===== src/rtl/ddr2_idelay_pkg.sv =====
// Shared types and default timing for the DDR2 PHY IDELAYCTRL reset sequencer.
// All cycle counts are in the 200 MHz reference clock domain.
package ddr2_idelay_pkg;

  typedef enum logic [2:0] {
    RST_ASSERT = 3'd0,
    WAIT_RDY   = 3'd1,
    STABLE_CHK = 3'd2,
    READY      = 3'd3,
    ERROR      = 3'd4
  } seq_state_t;

  // 12 cycles at 5 ns gives 60 ns, safely above the 50 ns minimum pulse
  localparam int unsigned DEF_RST_PULSE_CYCLES   = 12;
  localparam int unsigned DEF_RDY_TIMEOUT_CYCLES = 2048;

  function automatic int unsigned cnt_w(input int unsigned n);
    return (n < 2) ? 1 : $clog2(n);
  endfunction

endpackage


===== src/rtl/ddr2_sync_ff.sv =====
// N-stage flag synchronizer, async active-low reset to 0.
// Reusable for any slow PHY status flag crossing into a local clock.
module ddr2_sync_ff #(
  parameter int unsigned STAGES = 2
) (
  input  logic clk,
  input  logic rst_n,
  input  logic d,
  output logic q
);

  logic [STAGES-1:0] sync_reg;

  always_ff @(posedge clk or negedge rst_n) begin
    if (!rst_n) sync_reg[0] <= 1'b0;
    else        sync_reg[0] <= d;
  end

  for (genvar gi = 1; gi < STAGES; gi++) begin : g_stage
    always_ff @(posedge clk or negedge rst_n) begin
      if (!rst_n) sync_reg[gi] <= 1'b0;
      else        sync_reg[gi] <= sync_reg[gi-1];
    end
  end

  assign q = sync_reg[STAGES-1];

endmodule


===== src/rtl/ddr2_idelay_rst_seq.sv =====
// IDELAYCTRL reset/ready sequencer: pulses idelay_rst, qualifies ready as stable,
// then releases calibration reset; retries on timeout and latches a sticky error.
module ddr2_idelay_rst_seq
  import ddr2_idelay_pkg::*;
#(
  parameter int unsigned RST_PULSE_CYCLES   = DEF_RST_PULSE_CYCLES,
  parameter int unsigned STABLE_CYCLES      = 16,
  parameter int unsigned RDY_TIMEOUT_CYCLES = DEF_RDY_TIMEOUT_CYCLES,
  parameter int unsigned MAX_RETRIES        = 2,
  parameter int unsigned SYNC_STAGES        = 2
) (
  input  logic       clk200,
  input  logic       rst200_n,
  input  logic       idelay_ctrl_rdy,
  input  logic       restart,
  output logic       idelay_rst,
  output logic       calib_rst_n,
  output logic       seq_busy,
  output logic       seq_error,
  output logic       rdy_lost,
  output logic [1:0] retry_cnt
);

  localparam int unsigned PW = cnt_w(RST_PULSE_CYCLES);
  localparam int unsigned SW = cnt_w(STABLE_CYCLES);
  localparam int unsigned TW = cnt_w(RDY_TIMEOUT_CYCLES);
  localparam logic [PW-1:0] PULSE_LAST  = PW'(RST_PULSE_CYCLES - 1);
  localparam logic [SW-1:0] STABLE_LAST = SW'(STABLE_CYCLES - 1);
  localparam logic [TW-1:0] TMO_LAST    = TW'(RDY_TIMEOUT_CYCLES - 1);
  localparam logic [1:0]    RETRY_MAX   = 2'(MAX_RETRIES);

  seq_state_t    state_reg, state_next;
  logic [PW-1:0] pulse_cnt_reg, pulse_cnt_next;
  logic [SW-1:0] stable_cnt_reg, stable_cnt_next;
  logic [TW-1:0] tmo_cnt_reg, tmo_cnt_next;
  logic [1:0]    retry_cnt_reg, retry_cnt_next;
  logic          rdy_lost_next;
  logic          idelay_rst_reg, calib_rst_n_reg, seq_busy_reg, seq_error_reg, rdy_lost_reg;
  logic          rdy_s;
  logic          timeout;

  ddr2_sync_ff #(.STAGES(SYNC_STAGES)) u_rdy_sync (
    .clk   (clk200),
    .rst_n (rst200_n),
    .d     (idelay_ctrl_rdy),
    .q     (rdy_s)
  );

  assign timeout = (tmo_cnt_reg == TMO_LAST);

  // Restart overrides everything, then timeout, then ready-driven moves
  always_comb begin
    state_next      = state_reg;
    pulse_cnt_next  = pulse_cnt_reg;
    stable_cnt_next = stable_cnt_reg;
    tmo_cnt_next    = tmo_cnt_reg;
    retry_cnt_next  = retry_cnt_reg;
    rdy_lost_next   = 1'b0;
    if (restart) begin
      state_next      = RST_ASSERT;
      pulse_cnt_next  = '0;
      stable_cnt_next = '0;
      tmo_cnt_next    = '0;
      retry_cnt_next  = '0;
    end else begin
      case (state_reg)
        RST_ASSERT: begin
          if (pulse_cnt_reg == PULSE_LAST) begin
            state_next     = WAIT_RDY;
            pulse_cnt_next = '0;
            tmo_cnt_next   = '0;
          end else begin
            pulse_cnt_next = pulse_cnt_reg + PW'(1);
          end
        end
        WAIT_RDY, STABLE_CHK: begin
          if (timeout) begin
            tmo_cnt_next    = '0;
            stable_cnt_next = '0;
            if (retry_cnt_reg < RETRY_MAX) begin
              retry_cnt_next = retry_cnt_reg + 2'd1;
              pulse_cnt_next = '0;
              state_next     = RST_ASSERT;
            end else begin
              state_next = ERROR;
            end
          end else begin
            // The timeout budget spans both states, so it keeps running across glitches
            tmo_cnt_next = tmo_cnt_reg + TW'(1);
            if (state_reg == WAIT_RDY) begin
              if (rdy_s) begin
                state_next      = STABLE_CHK;
                stable_cnt_next = '0;
              end
            end else if (!rdy_s) begin
              state_next = WAIT_RDY;
            end else if (stable_cnt_reg == STABLE_LAST) begin
              state_next      = READY;
              stable_cnt_next = '0;
            end else begin
              stable_cnt_next = stable_cnt_reg + SW'(1);
            end
          end
        end
        READY: begin
          if (!rdy_s) begin
            state_next     = RST_ASSERT;
            pulse_cnt_next = '0;
            retry_cnt_next = '0;
            rdy_lost_next  = 1'b1;
          end
        end
        ERROR: ;
        default: state_next = RST_ASSERT;
      endcase
    end
  end

  always_ff @(posedge clk200 or negedge rst200_n) begin
    if (!rst200_n) begin
      state_reg       <= RST_ASSERT;
      pulse_cnt_reg   <= '0;
      stable_cnt_reg  <= '0;
      tmo_cnt_reg     <= '0;
      retry_cnt_reg   <= '0;
      idelay_rst_reg  <= 1'b1;
      calib_rst_n_reg <= 1'b0;
      seq_busy_reg    <= 1'b1;
      seq_error_reg   <= 1'b0;
      rdy_lost_reg    <= 1'b0;
    end else begin
      state_reg       <= state_next;
      pulse_cnt_reg   <= pulse_cnt_next;
      stable_cnt_reg  <= stable_cnt_next;
      tmo_cnt_reg     <= tmo_cnt_next;
      retry_cnt_reg   <= retry_cnt_next;
      idelay_rst_reg  <= (state_next == RST_ASSERT);
      calib_rst_n_reg <= (state_next == READY);
      seq_busy_reg    <= (state_next == RST_ASSERT) || (state_next == WAIT_RDY) ||
                         (state_next == STABLE_CHK);
      seq_error_reg   <= (state_next == ERROR);
      rdy_lost_reg    <= rdy_lost_next;
    end
  end

  assign idelay_rst  = idelay_rst_reg;
  assign calib_rst_n = calib_rst_n_reg;
  assign seq_busy    = seq_busy_reg;
  assign seq_error   = seq_error_reg;
  assign rdy_lost    = rdy_lost_reg;
  assign retry_cnt   = retry_cnt_reg;

endmodule


===== config.mk =====
export PLATFORM = sky130hd
export DESIGN_NAME = ddr2_idelay_rst_seq
export DESIGN_NICKNAME = d
export VERILOG_FILES = /design/src/rtl/ddr2_idelay_pkg.sv /design/src/rtl/ddr2_sync_ff.sv /design/src/rtl/ddr2_idelay_rst_seq.sv
export SDC_FILE = /design/constraint.sdc
export NUM_CORES = 1
export LEC_CHECK = 0
export CAP_MARGIN = 40
export CORE_MARGIN = 2
export CORE_UTILIZATION = 55
export CTS_BUF_LIST = sky130_fd_sc_hd__clkbuf_2
export CTS_CLUSTER_SIZE = 14
export DETAILED_ROUTE_END_ITERATION = 8
export PLACE_DENSITY = 0.77
export SYNTH_ARGS = -nofsm -noshare
export SYNTH_HDL_FRONTEND = slang
export SYNTH_SLANG_ARGS = --single-unit

===== constraint.sdc =====
create_clock -name clk200 -period 2 [get_ports clk200]
set_clock_uncertainty 0.1 [all_clocks]
set_input_delay 0.2 -clock clk200 [delete_from_list [all_inputs] [get_ports clk200]]
set_output_delay 0.2 -clock clk200 [all_outputs]
set_load 0.005 [all_outputs]

Word-level counts from Yosys, hierarchy flattened
Index checks and enable logic that the tools add are counted.

word-level totals
  register bits = 31
  output and inout bits = 7
  logic and storage cells = 81

cells by class
  mux-type cells = 35
  magnitude comparators = 1
  $add $sub $neg = 4
  reductions and logical operators = 14
  eq/ne operators = 15

operators by type and width
  cell                                           number
  two-way mux 4 bit                              12
  two-way mux 11 bit                             3
  two-way mux 3 bit                              9
  case mux 11 bit (2 select lines)               1
  == test 3 x 2 -> 1 bit, second input constant  4
  inequality test 3 bit, second input constant   4
  case mux 3 bit (4 select lines)                1
  case mux 4 bit (3 select lines)                1
  adder 11 x 1 -> 11 bit, second input constant  1
  == test 11 bit, second input constant          1
  nonzero test 3 bit                             3
  adder 4 x 1 -> 4 bit, second input constant    2
  == test 4 bit, second input constant           2
  two-way mux 2 bit                              4
  AND reduction 4 bit                            2
  == test 3 x 1 -> 1 bit, second input constant  2
  == test 3 bit, second input constant           2
  zero test 3 bit                                2
  case mux 2 bit (2 select lines)                1
  AND reduction 2 bit                            2
  nonzero test 4 bit                             1
  two-way mux 1 bit                              3
  adder 2 x 1 -> 2 bit, second input constant    1
  logical OR 1 bit                               2
  3 further kinds                                3

Depth between registers and ports, before layout
Gate-level depths: netlist (run 1).

  depth after elaboration = 10
  mapped depth = 6

Cells and area by module
A second synthesis (run 1) with hierarchy kept.

second synthesis, totals
  cell total of the unflattened synthesis = 172
  area, all modules = 1631.6 µm²

by module, submodules not included
  module               cells each  times used  area an instance (µm²)
  ddr2_idelay_rst_seq  170         1           1581.5
  ddr2_sync_ff         2           1           50.0

Worst setup path before layout (run 1)
No wires, ideal clock.

  kind = flip-flop to flip-flop
  start point = register pulse_cnt_reg[0]
  end point = register tmo_cnt_reg[6]
  period minus slack after synthesis = 1698 ps
  path slack = 302 ps
  cell stages (with the launch flop) = 7
  data arrival time = 1464 ps
  path through = dfrtp_1 -> ha_1 -> and3b_2 -> a221oi_2 -> buf_6 -> nor4_1 -> mux2i_1

between the ends
  cells in the longest elaborated chain, start to end = 3

RTL lines
  element                                 RTL line                    RTL
  start, declared                         ddr2_idelay_rst_seq.sv:33   logic [PW-1:0] pulse_cnt_reg, pulse_cnt_next;
  start signal, assigned                  ddr2_idelay_rst_seq.sv:133  pulse_cnt_reg <= pulse_cnt_next;
  == test 4 bit                           ddr2_idelay_rst_seq.sv:68   if (pulse_cnt_reg == PULSE_LAST) begin
  inequality test 3 bit (no source line)  --
  AND reduction 2 bit (no source line)    --
  end signal, assigned                    ddr2_idelay_rst_seq.sv:135  tmo_cnt_reg <= tmo_cnt_next;
  end, declared                           ddr2_idelay_rst_seq.sv:35   logic [TW-1:0] tmo_cnt_reg, tmo_cnt_next;

No other way between the ends.
A chain may end at the register's enable or synchronous reset.

Worst setup path in the final report (run 1)
  start point = register pulse_cnt_reg[0]
  end point = register tmo_cnt_reg[9]

Same word-level chain as after synthesis.

==> out/results.ini, run 1 <==
[placed_design]
io_buffers=10
dpl.hpwl_um=2750
place.gp.congestion=0.927
dp.cells=232

[worst_hold_path]
hold_class=in2async

[worst_setup_path]
worstSetupEndpointType=flop
crit_arrival_ns=2.09
path_max_fanout=13
critPathRequiredTime_ns=2.20
cp-start-kind=flop
critPathKind=reg2reg

[finish]
final_cells=240
nNetsFinal=202
area_growth_pct=12.4
multi_input_comb_area_um2=971
diodes=0
fill_cells=243
drive_gt1_frac=0.194
regArea_um2=778
largest_reg_flops=11

[timing]
timing.final.crit_share=0.946
fmax_ghz=0.529
setup_tns_ns=0
report.final.slew_viol_count=0
setup_violations=0
hold_ws_ns=0.107
min_period_ns=1.89
max_slew_margin=0.664
rsz0062_at_grt=no
hold_violations=0
tightest_slew_ns=0.502

[drt]
wirelength_um=3780
drtIter0Drc=93
via_per_inst=6.07
postRouteAntennaNets=0
drc_errors=0
vias=1456
firstDrtPassIters=4
wl_per_cell_um=15.7

[synthesis]
synth_edf_count=0
synth_seq_cells=31
synth_fp_nets=182
syn_inst=175
synthTopCellsByArea=dfrtp_1, dfstp_2, nand2b_1, nand2_1, a21oi_1
post_synth_num_cell_types=61
synthFlopType=dfrtp_1
synth_area_mm2=0.00180
yosysTopAreaCell=dfrtp_1
async_flop_share=1.00
syn_area_per_cell_um2=10.3
yosys_warnings=0
synth_top_area_share=0.402
ys_seq_area_frac=0.431

[power]
irDropWorstVdd_uv=391
pwr_density_cell_mw_per_mm2=504
p_leak_uw=0.000857
total_power_uw=1020

[clocking]
postCtsSetupBuffers=0
clk_latency_ns=0.36
root_buffer=clkbuf_2
cts_resized=0
cts_tree=done
path_clk_slew_ns=0.15
cts_buffer_depth=2
cts_inserted_buffers=5
cts_hold_buf=0
cts_sinks=31
cts_max_level=2

[global_route]
grt_pass1_wl_um=6180
grt_pass1_vias=1376
globalRouteTotalUtil=0.227
grt_max_degree=32
antenna_found_initial=0
overflow=0

[die]
die_w_um=61.3
die_h_um=61.3
die-area_mm2=0.00375
placementRows=20
io_pins=11
initial_core_util=0.586
core_area_mm2=0.00308

[run]
drv_cap=0

[outcome]
outcome=finished clean

-- final timing paths --
path | start | endpoint | slack [ns] | cells after the start
max in group asynchronous | rst200_n | seq_busy$_DFF_PN1_ | 1.36 | 2
min in group clk200 | idelay_ctrl_rdy | u_rdy_sync.sync_reg[0]$_DFF_PN0_ | 0.17 | 1
hold reg to reg | u_rdy_sync.sync_reg[0]$_DFF_PN0_ | u_rdy_sync.q$_DFF_PN0_ | 0.28 | 0
hold / removal | rst200_n | tmo_cnt_reg[9]$_DFFE_PN0P_ | 0.11 | 2
setup / recovery | pulse_cnt_reg[0]$_DFFE_PN0P_ | tmo_cnt_reg[9]$_DFFE_PN0P_ | 0.11 | 6
setup reg to reg | pulse_cnt_reg[0]$_DFFE_PN0P_ | tmo_cnt_reg[9]$_DFFE_PN0P_ | 0.11 | 6
-- cells in the mapped netlist, types with 4 or more instances --
library cell / n
nand3_1: 5
or3_1: 5
nand2_1: 13
inv_1: 7
nor2b_1: 4
nor2_1: 9
dfrtp_1: 29
o21ai_0: 6
o31ai_1: 4
a21oi_1: 9
nand2b_1: 8
a31oi_1: 4
-- layer usage --
layer	track usage	wire (µm)	vias to the layer above
li1	-	-	696
met1	0.294	1680	726
met2	0.366	1890	26
met3	0.0567	148	8
met4	0.0901	65	0
met5	0	0	-
-- cells by family (layout without fill, tap and decap cells) --
logic type | Yosys count | in the layout | synth area share
simple gates | 74 | 74 | 0.262
buf+inv | 12 | 33 | 0.0354
xor+xnor | 1 | 1 | 0.0153
compound gates | 49 | 49 | 0.206
flops | 31 | 31 | 0.431
fa+ha+maj | 3 | 3 | 0.0208
mux | 5 | 5 | 0.0291
-- cell type report --
type,instances,share of cell area
Clock inverter,2,0.00370
Tap cell,44,0.0271
Inverter,7,0.0130
Timing Repair Buffer,18,0.0790
Clock buffer,6,0.0148
Sequential cell,31,0.384
Multi-Input combinational cell,132,0.479
-- power by group --
| part | switching (µW) | internal, µW |
|---|---|---|
| clock | 203 | 84.1 |
| sequential | 14.4 | 639 |
| combinational | 47.1 | 35.4 |
| total | 265 | 759 |
-- placed cells by master (no fill, tap or decap), types with 5 or more instances in the layout --
master | Yosys | layout
nand2_1 | 13 | 13
dfrtp_1 | 29 | 29
or3_1 | 5 | 5
o21ai_0 | 6 | 6
buf_4 | 1 | 8
nand2b_1 | 8 | 8
inv_1 | 7 | 7
nand3_1 | 5 | 5
clkdlybuf4s50_1 | 0 | 10
a21oi_1 | 9 | 9
clkbuf_2 | 0 | 6
nor2_1 | 9 | 9
-- critical path: stages (launching register included) --
cell      delay [ns]
dfrtp_1         0.42
ha_2            0.20
and3b_2         0.24
a221oi_2        0.07
buf_4           0.18
or4_1           0.47
a21oi_1         0.15
-- through the flow --
stage | worst slack (ns) | instance area, µm² | utilization
floorplan | 0.302 | 1800 | -
global placement | 0.193 | 1980 | 0.644
detailed placement | 0.149 | 1980 | 0.644
CTS | 0.109 | 2020 | 0.656
global route | 0.00478 | 2030 | 0.659
finish | 0.108 | 2030 | 0.659
Power figures use the tool's default switching activity.
==> run 2: changes to the inputs <==
SKIP_CTS_REPAIR_TIMING = 1   (was not set)
==> results of run 2 <==
Final layout, timing and power as in run 1 (identical DEF).
==> run 3: changes to the inputs <==
GPL_ROUTABILITY_DRIVEN = 0   (was not set)
==> results of run 3 <==
Final layout, timing and power as in run 1 (identical DEF).
